<file path="src/rtl/miner_pkg.sv">
// Shared state codes, width defaults and FSM type for the nonce scheduler.
// Pure declarations and one helper; no logic, no latency, no flow control.
package miner_pkg;

  localparam int DEF_NONCE_W = 32;
  localparam int DEF_HASH_W  = 256;
  localparam int DEF_CNT_W   = 32;

  localparam logic [7:0] ST_IDLE      = 8'd0;
  localparam logic [7:0] ST_BUSY      = 8'd1;
  localparam logic [7:0] ST_FOUND     = 8'd2;
  localparam logic [7:0] ST_EXHAUSTED = 8'd3;

  typedef enum logic [2:0] {
    S_IDLE,
    S_ISSUE,
    S_WAIT,
    S_CMP,
    S_FOUND,
    S_EXHAUSTED
  } fsm_t;

  // ISSUE/WAIT/CMP all present as BUSY and are the states with core work outstanding.
  function automatic logic is_busy(input fsm_t s);
    return (s == S_ISSUE) || (s == S_WAIT) || (s == S_CMP);
  endfunction

endpackage

</file>
<file path="src/rtl/target_compare.sv">
// Registered unsigned hash <= target compare, captured when en is high.
// Latency: 1 cycle from en to hit; no backpressure, result holds until the next en.
module target_compare #(
  parameter int HASH_W = 256
) (
  input  logic              core_clk,
  input  logic              arst_n,
  input  logic              en,
  input  logic [HASH_W-1:0] hash,
  input  logic [HASH_W-1:0] target,
  output logic              hit
);

  always_ff @(posedge core_clk or negedge arst_n) begin
    if (!arst_n) begin
      hit <= 1'b0;
    end else if (en) begin
      hit <= (hash <= target);
    end
  end

endmodule

</file>
<file path="src/rtl/nonce_scheduler.sv">
// Walks a nonce range through the hash core one transaction at a time and reports the result.
// Latency: issue-to-issue is core latency + 3 cycles; the core is never issued again before its done.
module nonce_scheduler
  import miner_pkg::*;
#(
  parameter int NONCE_W = DEF_NONCE_W,
  parameter int HASH_W  = DEF_HASH_W,
  parameter int CNT_W   = DEF_CNT_W
) (
  input  logic               CLK100MHZ,
  input  logic               reset,
  input  logic               start_i,
  input  logic               abort_i,
  input  logic [NONCE_W-1:0] nonce_base_i,
  input  logic [NONCE_W-1:0] nonce_last_i,
  input  logic [HASH_W-1:0]  target_i,
  output logic               core_start_o,
  output logic [NONCE_W-1:0] core_nonce_o,
  output logic               core_abort_o,
  input  logic               core_done_i,
  input  logic [HASH_W-1:0]  core_hash_i,
  output logic [7:0]         state_o,
  output logic [NONCE_W-1:0] nonce_o,
  output logic               solution_found_o,
  output logic [CNT_W-1:0]   hash_count_o
);

  fsm_t               st;
  logic [HASH_W-1:0]  target_q;
  logic [NONCE_W-1:0] nonce_cur;
  logic               hit;
  logic               cmp_en;

  // The compare runs on the arriving hash so its registered result is ready during CMP.
  assign cmp_en = (st == S_WAIT) && core_done_i && !abort_i;

  target_compare #(
    .HASH_W(HASH_W)
  ) u_cmp (
    .core_clk(CLK100MHZ),
    .arst_n  (reset),
    .en      (cmp_en),
    .hash    (core_hash_i),
    .target  (target_q),
    .hit     (hit)
  );

  always_ff @(posedge CLK100MHZ or negedge reset) begin
    if (!reset) begin
      st               <= S_IDLE;
      target_q         <= '0;
      nonce_cur        <= '0;
      core_start_o     <= 1'b0;
      core_nonce_o     <= '0;
      core_abort_o     <= 1'b0;
      state_o          <= ST_IDLE;
      nonce_o          <= '0;
      solution_found_o <= 1'b0;
      hash_count_o     <= '0;
    end else begin
      core_start_o <= 1'b0;
      core_abort_o <= 1'b0;
      if (abort_i) begin
        core_abort_o     <= is_busy(st);
        st               <= S_IDLE;
        state_o          <= ST_IDLE;
        solution_found_o <= 1'b0;
      end else begin
        case (st)
          S_IDLE, S_FOUND, S_EXHAUSTED: begin
            if (start_i) begin
              target_q         <= target_i;
              nonce_cur        <= nonce_base_i;
              hash_count_o     <= '0;
              solution_found_o <= 1'b0;
              state_o          <= ST_BUSY;
              st               <= S_ISSUE;
            end
          end
          S_ISSUE: begin
            core_start_o <= 1'b1;
            core_nonce_o <= nonce_cur;
            nonce_o      <= nonce_cur;
            st           <= S_WAIT;
          end
          S_WAIT: begin
            if (core_done_i) begin
              if (hash_count_o != {CNT_W{1'b1}}) begin
                hash_count_o <= hash_count_o + 1'b1;
              end
              st <= S_CMP;
            end
          end
          S_CMP: begin
            if (hit) begin
              nonce_o          <= nonce_cur;
              solution_found_o <= 1'b1;
              state_o          <= ST_FOUND;
              st               <= S_FOUND;
            end else if (nonce_cur == nonce_last_i) begin
              state_o <= ST_EXHAUSTED;
              st      <= S_EXHAUSTED;
            end else begin
              nonce_cur <= nonce_cur + 1'b1;
              st        <= S_ISSUE;
            end
          end
          default: begin
            state_o <= ST_IDLE;
            st      <= S_IDLE;
          end
        endcase
      end
    end
  end

endmodule

</file>
<file path="config.mk">
export PLATFORM = sky130hd
export DESIGN_NAME = nonce_scheduler
export DESIGN_NICKNAME = d
export VERILOG_FILES = /design/src/rtl/miner_pkg.sv /design/src/rtl/target_compare.sv /design/src/rtl/nonce_scheduler.sv
export SDC_FILE = /design/constraint.sdc
export NUM_CORES = 1
export LEC_CHECK = 0
export CORE_AREA = 2 2 268 270
export DETAILED_ROUTE_END_ITERATION = 10
export DIE_AREA = 0 0 270 272
export HOLD_SLACK_MARGIN = 0.05
export SLEW_MARGIN = 15
export SYNTH_ARGS = -nofsm -noshare
export SYNTH_HDL_FRONTEND = slang
export SYNTH_SLANG_ARGS = --single-unit
</file>
<file path="constraint.sdc">
create_clock -name CLK100MHZ -period 6.1 [get_ports CLK100MHZ]
set_clock_uncertainty 0.1 [all_clocks]
set_input_delay 0.61 -clock CLK100MHZ [delete_from_list [all_inputs] [get_ports CLK100MHZ]]
set_output_delay 0.61 -clock CLK100MHZ [all_outputs]
set_load 0.1 [all_outputs]
</file>
# Yosys cells after proc, flatten, opt, wreduce, memory -nomap -nowiden
# Index checks and enable logic that the tools add are counted.
# W data, S select, Z words.
[totals]
in_bits = 581
elab_cells = 81
out_inout_bits = 107
latchBits = 0
memories = 0
ram_bits = 0
reg_bits = 399
rom_bits = 0
[op_classes]
n_lt_le_gt_ge = 1
n_div = 0
muxes = 28
add_sub_neg = 2
n_bitwise = 1
n_mul = 0
eq_ne = 18
reduce_logical = 20
n_shift = 0
[op_table]
columns = ["cell", "n"]
rows = [
  ["$le A256 B256 Y1", 1],
  ["$mux W32", 7],
  ["$pmux W32 S2", 3],
  ["$add A32 B1 Y32 const B", 2],
  ["$eq A32 B32 Y1", 1],
  ["$mux W8", 4],
  ["$ne A32 B32 Y1 const B", 1],
  ["$pmux W8 S3", 1],
  ["$mux W3", 5],
  ["$pmux W3 S4", 1],
  ["$reduce_and A3 Y1", 4],
  ["$reduce_and A5 Y1", 2],
  ["$ne A2 B2 Y1 const B", 4],
  ["$eq A3 B2 Y1 const B", 2],
  ["$eq A3 B3 Y1 const B", 2],
  ["$mux W1", 6],
  ["$ne A2 B1 Y1 const B", 3],
  ["$ne A3 B3 Y1 const B", 2],
  ["$reduce_bool A2 Y1", 3],
  ["$ne A4 B2 Y1 const B", 1],
  ["$reduce_and A2 Y1", 2],
  ["$eq A3 B1 Y1 const B", 1],
  ["$logic_not A3 Y1", 1],
  ["$ne A3 B2 Y1 const B", 1],
  ["other kinds (8)", 10],
]

# Longest topological paths before layout
[logic_depth]
ltp_word = 5
ltp_mapped = 11

# Modules after synthesis
# A second synthesis with hierarchy kept.
[hier_totals]
cells_unflattened = 2715
area_unflattened_um2 = 23448.7
[by_module_without_submodules]
columns = ["module", "area_per_inst_um2", "cells_per_inst", "seq_area_each_um2", "n_inst"]
rows = [
  ["nonce_scheduler", 16863.7, 1800, 9809.4, 1],
  ["target_compare", 6585.1, 915, 25.0, 1],
]

# Least setup slack after synthesis
# Ideal clock, no wire load.
[synth_timing]
path_type = "reg2reg"
startpoint = "register hash_count_o[14]"
endpoint = "register hash_count_o[6]"
n_path_buf = 0
slack_ns = 3.270
path_stages_with_launch = 9
arrival_time_ns = 2.598
setup_time_ns = 0.132
path_cell_list = "dfrtp_1 > nand4_1 > nor4_4 > and4_2 > a31oi_1 > and3_1 > nand4_1 > xor2_1 > nor2_1"
[synth_via]
elab_chain_len = 3
[synth_rtl]
columns = ["element", "line_no", "source"]
rows = [
  ["start: declaration", "nonce_scheduler.sv:25", "output logic [CNT_W-1:0] hash_count_o"],
  ["start signal: assignment", "nonce_scheduler.sv:89", "hash_count_o <= hash_count_o + 1'b1;"],
  ["$ne A32 B32 Y1", "nonce_scheduler.sv:88", "if (hash_count_o != {CNT_W{1'b1}}) begin"],
  ["$ne A2 B1 Y1 (no source line)", "n/a", ""],
  ["$reduce_and A5 Y1 (no source line)", "n/a", ""],
]
# No other way between the ends.
# A chain may end at the register's enable or synchronous reset.

# Worst setup path after layout
[layout_timing]
startpoint = "register nonce_cur[24]"
endpoint = "register nonce_cur[0]"
[layout_via]
elab_chain_len = 3
[layout_rtl]
columns = ["element", "line_no", "source"]
rows = [
  ["start: declaration", "nonce_scheduler.sv:30", "logic [NONCE_W-1:0] nonce_cur;"],
  ["start signal: assignment", "nonce_scheduler.sv:73", "nonce_cur <= nonce_base_i;"],
  ["start signal: assignment", "nonce_scheduler.sv:104", "nonce_cur <= nonce_cur + 1'b1;"],
  ["$eq A32 B32 Y1", "nonce_scheduler.sv:100", "end else if (nonce_cur == nonce_last_i) begin"],
  ["$ne A2 B2 Y1 (no source line)", "n/a", ""],
  ["$reduce_and A5 Y1 (no source line)", "n/a", ""],
]
# No other way between the ends.

==> impl_metrics.ini <==
[status]
status = complete, no violations

[synth]
yosysTopAreaCell = dfrtp_1
ys_seq_area_frac = 0.4444
synthFlopType = dfrtp_1
synth_cells = 2398
synth_area_per_cell_um2 = 9.229
syn_area_um2 = 22130
synth_cell_types = 69
synth_edf_count = 0
yosys_register_bits = 393
ys_async_sr_fraction = 1.000
synth_area_leaders = dfrtp_1, ha_1, o21ai_0
yosys-top-cells-count = dfrtp_1, nand2_1, o21ai_0
synth_most_common_cell = dfrtp_1
yosysWarnings = 0
synth_top_area_share = 0.4444

[critical_path]
path_max_fanout = 29
rrSetupSlack_ns = 2.39
reg2regPathDepth = 8
crit_type = reg2reg
r2r-start = nonce_cur[24]$_DFFE_PN0P_
start_kind = flip-flop
worstSetupEndpointType = flip-flop
required_ns = 6.45
crit_arrival_ns = 4.07
rr_endpoint = nonce_cur[0]$_DFFE_PN0P_

[global_route]
antenna_found_initial = 40
grt_overflow = 0
first_global_vias = 19750
grt_use_total = 0.2161
grt_pass1_wl_mm = 120.1
grt_start_max_net_pins = 173

[cells_and_area]
final_util = 0.4465
n_fill_cell = 6911
final_nets = 3896
drive_gt1_frac = 0.05687
syn2layout_area_growth_pct = 42.73

[floorplan]
fp.coreArea_um2 = 70750
die_w_um = 270
die-area_um2 = 73440
fp-row-count = 98
die_y_um = 272
pin_count = 688
initial_core_util = 0.3128

[detailed_routing]
drtAntennaViolNets = 0
wl_mm = 80.88
wire_per_inst_um = 19.87
route.detailed.drc = 0
viasPerCell = 4.786
drt_pre_antenna_iters = 5
drt_iter0_drc = 1032
vias = 19480

[timing]
tightest_slew_ns = 1.153
slew_headroom = 0.2241
post-route-min-period_ns = 3.714
slew_viol_final = 0
period_share = 0.6088
timing.setup.tns_ns = 0
fmax_mhz = 269.3
rsz0062_at_grt = false
hold_viol_final = 0
hold_ws_ns = 0.3820
setup_viol = 0

[cts]
max-clock-path-buffers = 3
cts_max_level = 2
clkTransAtPathRegs_ns = 0.06
root_buffer = clkbuf_16
cts_resized = 0
clock_latency_ns = 0.58
tritoncts = built
cts_setup_buffers = 0
cts_buffers = 49
clock_sinks = 393

[hold_path]
min_to = state_o[0]$_DFFE_PN0P_
hp-class = reg2reg
min_path_cells = 2
hold_start = state_o[0]$_DFFE_PN0P_

[placement]
port_buffers = 681
hpwlAfterDp_mm = 64.47
place_congestion = 0.9227

[power]
peakVddDrop_mv = 0.4018
p_per_area_nw_per_um2 = 371.1
power.leakage_nw = 13.88

[run]
maxCapViolations = 0
[registers in the layout, summed over array words and instances (netlist names)]
signal / cells
core_start_o: 1
u_cmp.hit: 1
target_q: 256
core_abort_o: 1
state_o: 2
nonce_o: 32
st: 3
solution_found_o: 1
hash_count_o: 32
core_nonce_o: 32
nonce_cur: 32
[through the flow]
| step | setup slack (ns) | total power (W) | cells | cell area (µm²) |
|---|---|---|---|---|
| 6_report | 2.386 | 0.01172 | 4071 | 31590 |
| 5_1_grt | 2.181 | 0.01244 | 4069 | 31580 |
| 4_1_cts | 2.354 | 0.01185 | 4045 | 31520 |
| 3_5_place_dp | 1.930 | 0.008829 | 3955 | 29910 |
| 3_3_place_gp | 1.934 | 0.008763 | 3955 | 29910 |
| 2_1_floorplan | 3.270 | 0.007144 | 2403 | 22150 |
[repair_timing]
item,in CTS,in global routing
hold endpoints to repair,90,0
hold buffers,1,0
setup endpoints to repair,0,0
[logic make-up after synthesis]
kind of cell,Yosys count,synth area share
compound gates,596,0.1496
simple gates,660,0.1372
mux,63,0.03206
buf+inv,368,0.06745
other cells,1,0.0001694
fa+ha+maj,258,0.1459
flops,393,0.4444
xor+xnor,59,0.02335
[worst max-delay path, cell delays in order, from the launching register on]
cell and delay [ns]:
dfrtp_1 0.52, xor2_1 0.28, nor4_1 0.96, nand4_1 0.22
o21ai_1 0.41, a21o_1 0.77, nor3_1 0.09, a21oi_1 0.15
nand2_1 0.06
[cell type report]
type	count	area, µm²	share of cell area
diodes	26	65.06	0.002060
clock buffers	74	1411	0.04468
clock inverters	15	188.9	0.005981
inverters	270	1013	0.03208
multi-input cells	1642	10850	0.3435
flip-flops and latches	393	9834	0.3113
well taps	950	1189	0.03763
repair buffers	701	7037	0.2228
[cell usage in the layout, fill, tap and decap left out, types with 7 or more instances in the layout]
cell             count
a211oi_1            16
a21o_1              34
a21oi_1            145
and3_1              12
buf_4               14
clkbuf_1            17
clkbuf_16           50
clkbuf_8             7
clkdlybuf4s50_1    680
clkinv_2             9
dfrtp_1            393
diode_2             26
ha_1               258
inv_1              270
mux2_2              63
nand2_1            349
nand3_1             54
nand4_1             71
nor2_1              87
nor3_1              17
nor4_1              22
o211ai_1             8
o21ai_0            327
o22ai_1             13
or3_1                7
xnor2_1              7
xor2_1              52
[report_power, final]
group	total, W	internal, W	switching, W	leakage (nW)
Sequential	0.00382	0.00337	0.000447	4.83
Combinational	0.00496	0.00169	0.00327	8.26
Clock	0.00295	0.00176	0.00119	0.785
Total	0.0117	0.00682	0.00490	13.9
[routing by layer]
| layer | wire (µm) | vias up | track usage |
|---|---|---|---|
| met5 | 161 | - | 0 |
| met4 | 3410 | 24 | 0.1050 |
| met3 | 6423 | 165 | 0.06674 |
| met2 | 38370 | 653 | 0.3598 |
| met1 | 32510 | 9039 | 0.2532 |
| li1 | - | 9601 | - |
[worst max path at each step]
stage,from,depth (start not counted),to,slack (ns)
after floorplan,hash_count_o[14]$_DFFE_PN0P_,8,hash_count_o[6]$_DFFE_PN0P_,3.27
after global placement,nonce_last_i[24],9,nonce_cur[0]$_DFFE_PN0P_,1.93
after global routing,nonce_cur[9]$_DFFE_PN0P_,8,nonce_cur[18]$_DFFE_PN0P_,2.18
after CTS,nonce_cur[24]$_DFFE_PN0P_,8,nonce_cur[0]$_DFFE_PN0P_,2.35
after detailed placement,nonce_last_i[24],9,nonce_cur[0]$_DFFE_PN0P_,1.93
final,nonce_cur[24]$_DFFE_PN0P_,8,nonce_cur[0]$_DFFE_PN0P_,2.39
(Power assumes the default switching activity.)
